<file path="src/rtl/stream_pkg.sv">
// Shared stream definitions for the dword-to-byte serializer.
package stream_pkg;

  localparam int BYTE_W = 8;

  typedef logic [BYTE_W-1:0] stream_byte_t;

  function automatic int idx_width(input int num_bytes);
    return $clog2(num_bytes);
  endfunction

endpackage

</file>
<file path="src/rtl/stream_dword_serializer.sv">
// Splits valid/ready dword beats into LSB-first bytes, with packet framing
// (partial final word) and wrapping byte/packet counters.
//
// state    | meaning
// EMPTY    | no word held, input may be accepted
// SHIFTING | holding a word, presenting byte idx_q downstream
module stream_dword_serializer
  import stream_pkg::*;
#(
  parameter int NUM_BYTES = 4,
  parameter int CNT_W     = 16
) (
  input  logic                          clk,
  input  logic                          reset_n,
  input  logic                          in_valid,
  output logic                          in_ready,
  input  logic [BYTE_W*NUM_BYTES-1:0]   in_data,
  input  logic                          in_last,
  input  logic [idx_width(NUM_BYTES)-1:0] in_bytes,
  output logic                          out_valid,
  input  logic                          out_ready,
  output stream_byte_t                  out_data,
  output logic                          out_last,
  output logic [CNT_W-1:0]              byte_count,
  output logic [CNT_W-1:0]              pkt_count
);

  localparam int IDX_W  = idx_width(NUM_BYTES);
  localparam int DATA_W = BYTE_W * NUM_BYTES;
  localparam logic [IDX_W-1:0] LAST_IDX = IDX_W'(NUM_BYTES - 1);

  typedef enum logic {EMPTY, SHIFTING} state_t;

  state_t            state;
  logic [DATA_W-1:0] word_q;
  logic              hold_last_q;
  logic [IDX_W-1:0]  end_idx_q;
  logic [IDX_W-1:0]  idx_q;

  logic             at_end;
  logic             in_hs;
  logic             out_hs;
  logic [IDX_W-1:0] load_end;

  assign at_end   = (idx_q == end_idx_q);
  assign in_ready = reset_n && ((state == EMPTY) || (out_ready && at_end));
  assign in_hs    = in_valid && in_ready;
  assign out_hs   = out_valid && out_ready;
  assign load_end = in_last ? in_bytes : LAST_IDX;

  always_ff @(posedge clk) begin
    if (!reset_n) begin
      state       <= EMPTY;
      word_q      <= '0;
      hold_last_q <= 1'b0;
      end_idx_q   <= '0;
      idx_q       <= '0;
      out_valid   <= 1'b0;
      out_data    <= '0;
      out_last    <= 1'b0;
      byte_count  <= '0;
      pkt_count   <= '0;
    end else begin
      if (out_hs) begin
        byte_count <= byte_count + 1'b1;
        if (out_last) pkt_count <= pkt_count + 1'b1;
      end

      case (state)
        EMPTY: begin
          if (in_hs) begin
            state       <= SHIFTING;
            word_q      <= in_data;
            hold_last_q <= in_last;
            end_idx_q   <= load_end;
            idx_q       <= '0;
            out_valid   <= 1'b1;
            out_data    <= in_data[BYTE_W-1:0];
            out_last    <= in_last && (load_end == '0);
          end
        end
        SHIFTING: begin
          if (out_hs) begin
            if (!at_end) begin
              // word_q[7:0] is the byte on out_data; the next one sits just above it
              idx_q    <= idx_q + 1'b1;
              word_q   <= word_q >> BYTE_W;
              out_data <= word_q[2*BYTE_W-1:BYTE_W];
              out_last <= hold_last_q && ((idx_q + 1'b1) == end_idx_q);
            end else if (in_hs) begin
              word_q      <= in_data;
              hold_last_q <= in_last;
              end_idx_q   <= load_end;
              idx_q       <= '0;
              out_valid   <= 1'b1;
              out_data    <= in_data[BYTE_W-1:0];
              out_last    <= in_last && (load_end == '0);
            end else begin
              state     <= EMPTY;
              out_valid <= 1'b0;
              out_last  <= 1'b0;
            end
          end
        end
        default: state <= EMPTY;
      endcase
    end
  end

endmodule

</file>
<file path="config.mk">
export PLATFORM = sky130hd
export DESIGN_NAME = stream_dword_serializer
export DESIGN_NICKNAME = d
export VERILOG_FILES = /design/src/rtl/stream_pkg.sv /design/src/rtl/stream_dword_serializer.sv
export SDC_FILE = /design/constraint.sdc
export NUM_CORES = 1
export LEC_CHECK = 0
export CELL_PAD_IN_SITES_DETAIL_PLACEMENT = 0
export CELL_PAD_IN_SITES_GLOBAL_PLACEMENT = 1
export CORE_AREA = 10 10 126 128
export DETAILED_ROUTE_END_ITERATION = 7
export DIE_AREA = 0 0 136 138
export GPL_ROUTABILITY_DRIVEN = 0
export HOLD_SLACK_MARGIN = 0.08
export PLACE_DENSITY = 0.69
export SLEW_MARGIN = 0
export SYNTH_ARGS = -nofsm -noshare
export SYNTH_HDL_FRONTEND = slang
export SYNTH_SLANG_ARGS = --single-unit
export TNS_END_PERCENT = 1
</file>
<file path="constraint.sdc">
create_clock -name clk -period 4.1 [get_ports clk]
set_input_delay 0.82 -clock clk [delete_from_list [all_inputs] [get_ports clk]]
set_output_delay 0.82 -clock clk [all_outputs]
set_load 0.01 [all_outputs]
</file>
==> impl_metrics.toml <==
[drt]
wl_per_cell_um = 15.4
drc_errors = 0
num_vias = 2948
routed_wl_mm = 9.49
drtPass1Iterations = 4
vias_per_cell = 4.78
detail-route-antenna-nets = 0
drtIter0Drc = 192

[synthesis]
synth_top_flop_cell = "dfxtp_1"
synth_edf_count = 0
synth_area_mm2 = 0.00328
synth_top_area_cell = "dfxtp_1"
syn_nets = 399
yosysUniqueCellTypes = 41
synth.most_common_cell = "dfxtp_1"
ys.warnings.count = 0
synth.top_cells.by_count = "72 x dfxtp_1, 31 x mux2i_1, 24 x nand2_1, 24 x nor2_1, 23 x o22ai_1"
yosys-top-cells-area = "dfxtp_1 44%, mux2i_1 9.5%, a22oi_1 5.0%"
synth_seq_area_share_pct = 44.0
synth.avg_cell_area_um2 = 9.16
yosysTopAreaCellShare_pct = 44.0
ys_seq_elements = 72
synth_cells = 358
async_flop_share_pct = 0

[cts]
cts_resized = 0
ctsHoldBuffers = 0
clkTransAtPathRegs_ns = 0.05
worstSkewPairLatency_ns = 0.33
clkSinkCount = 72
htreeDepth = 3
ctsLongestPathBuffers = 2
root_buffer = "clkbuf_16"
cts_buffers = 9
cts_setup_buffers = 0
cts_tree = "done"

[timing]
worst_pin_slew_ns = 0.812
setup_tns_ns = 0
finalHoldViolations = 0
rsz0062_at_grt = "false"
max_freq_mhz = 315
skew_ns = 0.00660
relSlewSlack_pct = 45.8
period_needed_ns = 3.18
finalCritPeriodShare_pct = 77.5
whs_ns = 0.478
slew_viol_final = 0
finalSetupViolations = 0

[power_and_ir_drop]
leakagePower_nw = 1.59
clockPowerShare_pct = 42.2
swShare_pct = 24.1
peakVddDrop_uv = 183
switching_power_uw = 395
power_frac_seq_pct = 46.2
combPwrFrac_pct = 11.6
power.internal_mw = 1.25
pwr_density_cell_mw_per_mm2 = 364

[die]
io_pins = 82
die_area_mm2 = 0.0188
initial_core_util_pct = 24.3
die-width_um = 136
core-area_mm2 = 0.0135
num_rows = 43
die_y_um = 138

[global_route]
track_usage_pct = 9.78
overflow = 0
antenna_found_initial = 0
grt_pass1_vias = 2936
grt_max_degree = 34
grt_pass1_wl_mm = 15.1

[critical_path]
r2r_end = "word_q[27]"
cpMaxStageDelayCell = "clkdlybuf4s50_1"
crit_path_start = "out_ready"
critPathKind = "in -> out"
crit_path_cell_trace = "clkdlybuf4s50_1 > nand2_1 > a21oi_1 > clkdlybuf4s50_1"
cp-end-kind = "output port"
crit_required_ns = 3.28
cp-start-kind = "input port"
cp_common_cell = "clkdlybuf4s50_1"
r2r_setup_slack_ns = 1.94
critPathArrivalTime_ns = 2.36
r2r-start = "state"
slowest_delay_ns = 0.64
ff2ff_path_depth = 3
critical_path_peak_fanout = 7

[worst_hold_path]
min_to = "pkt_count[15]"
min_from = "pkt_count[15]"
worstHoldPathType = "reg -> reg"
hold-path-cell-count = 2

[place]
hpwlAfterDp_mm = 6.97
port_buffers = 81

[status]
status = "finished clean"

[layout]
nNetsFinal = 474
drive_above_1_share_pct = 4.59
nFillCells = 1374
area_growth_pct = 37.8
register_area_mm2 = 0.00144
multi_input_area_mm2 = 0.00171

[flow_run]
max_cap_viol_count = 0
## sequential cells by signal, summed over array words and instances, names as in the netlist
signal and cells:
word_q 24, byte_count 16, pkt_count 16, out_data 8, end_idx_q 2, idx_q 2
hold_last_q 1, out_last 1, out_valid 1, state 1
## per-stage QoR
stage | instances | area, um^2 | worst slack (ns) | power [mW] | utilization (%)
after detailed placement | 602 | 4260 | 0.920 | 0.966 | 31.5
after global routing | 616 | 4520 | 0.837 | 1.72 | 33.4
final | 617 | 4520 | 0.922 | 1.64 | 33.5
after floorplan | 358 | 3280 | 1.58 | 0.874 | -
after global placement | 602 | 4260 | 0.955 | 0.962 | 31.5
after CTS | 616 | 4520 | 0.913 | 1.67 | 33.4
## worst max-delay path: cells and delay by family
kind	cells	cell delay [ns]
buf+inv	2	1.23
compound gates	1	0.23
simple gates	1	0.08
## power groups by stage
stage,Clock [mW],Sequential [mW],Combinational [mW]
4_1_cts,0.717,0.759,0.192
6_report,0.693,0.759,0.190
2_1_floorplan,0,0.768,0.106
5_1_grt,0.748,0.764,0.209
3_3_place_gp,0,0.773,0.188
3_5_place_dp,0,0.774,0.192
## how the worst max path moves through the flow
| stage | to |
|---|---|
| final | in_ready |
| after global routing | in_ready |
| after CTS | in_ready |
| after detailed placement | in_ready |
| after global placement | in_ready |
| after floorplan | in_ready |
## cell usage in the layout, fill, tap and decap left out, types with 9 or more instances in the layout
cell	instances
a21oi_1	16
a22oi_1	22
clkbuf_16	9
clkdlybuf4s50_1	81
dfxtp_1	72
mux2i_1	31
nand2_1	24
nand3_1	12
nor2_1	24
o22ai_1	23
or3_1	9
xnor2_1	16
## layout make-up
cell class                      instances  share of cell area, %
Clock buffer                           13                   5.54
Timing Repair Buffer                   86                   18.8
Multi-Input combinational cell        255                   37.9
Sequential cell                        72                   31.9
Tap cell                              180                   4.98
Clock inverter                          1                  0.111
Antenna cell                            1                 0.0554
Inverter                                9                  0.748
## cells by family after synthesis
kind of cell | Yosys count | share of synthesized area [%]
and+or+nand+nor | 107 | 16.9
AOI/OAI and AO/OA | 91 | 18.7
DFF | 72 | 44.0
buffers and inverters | 31 | 3.85
muxes | 31 | 9.46
xor gates and xnor gates | 24 | 6.41
adders and majority gates | 2 | 0.763
## routing by layer
metal	wire [um]	track usage, %	vias to the layer above	part of all wire [%]
met5	0	0	-	0
met4	60	3.20	0	0.63
met3	795	4.31	5	8.4
met2	4140	14.8	82	44
met1	4500	12.1	1381	47
li1	-	-	1480	-
Power figures use the tool's default switching activity.
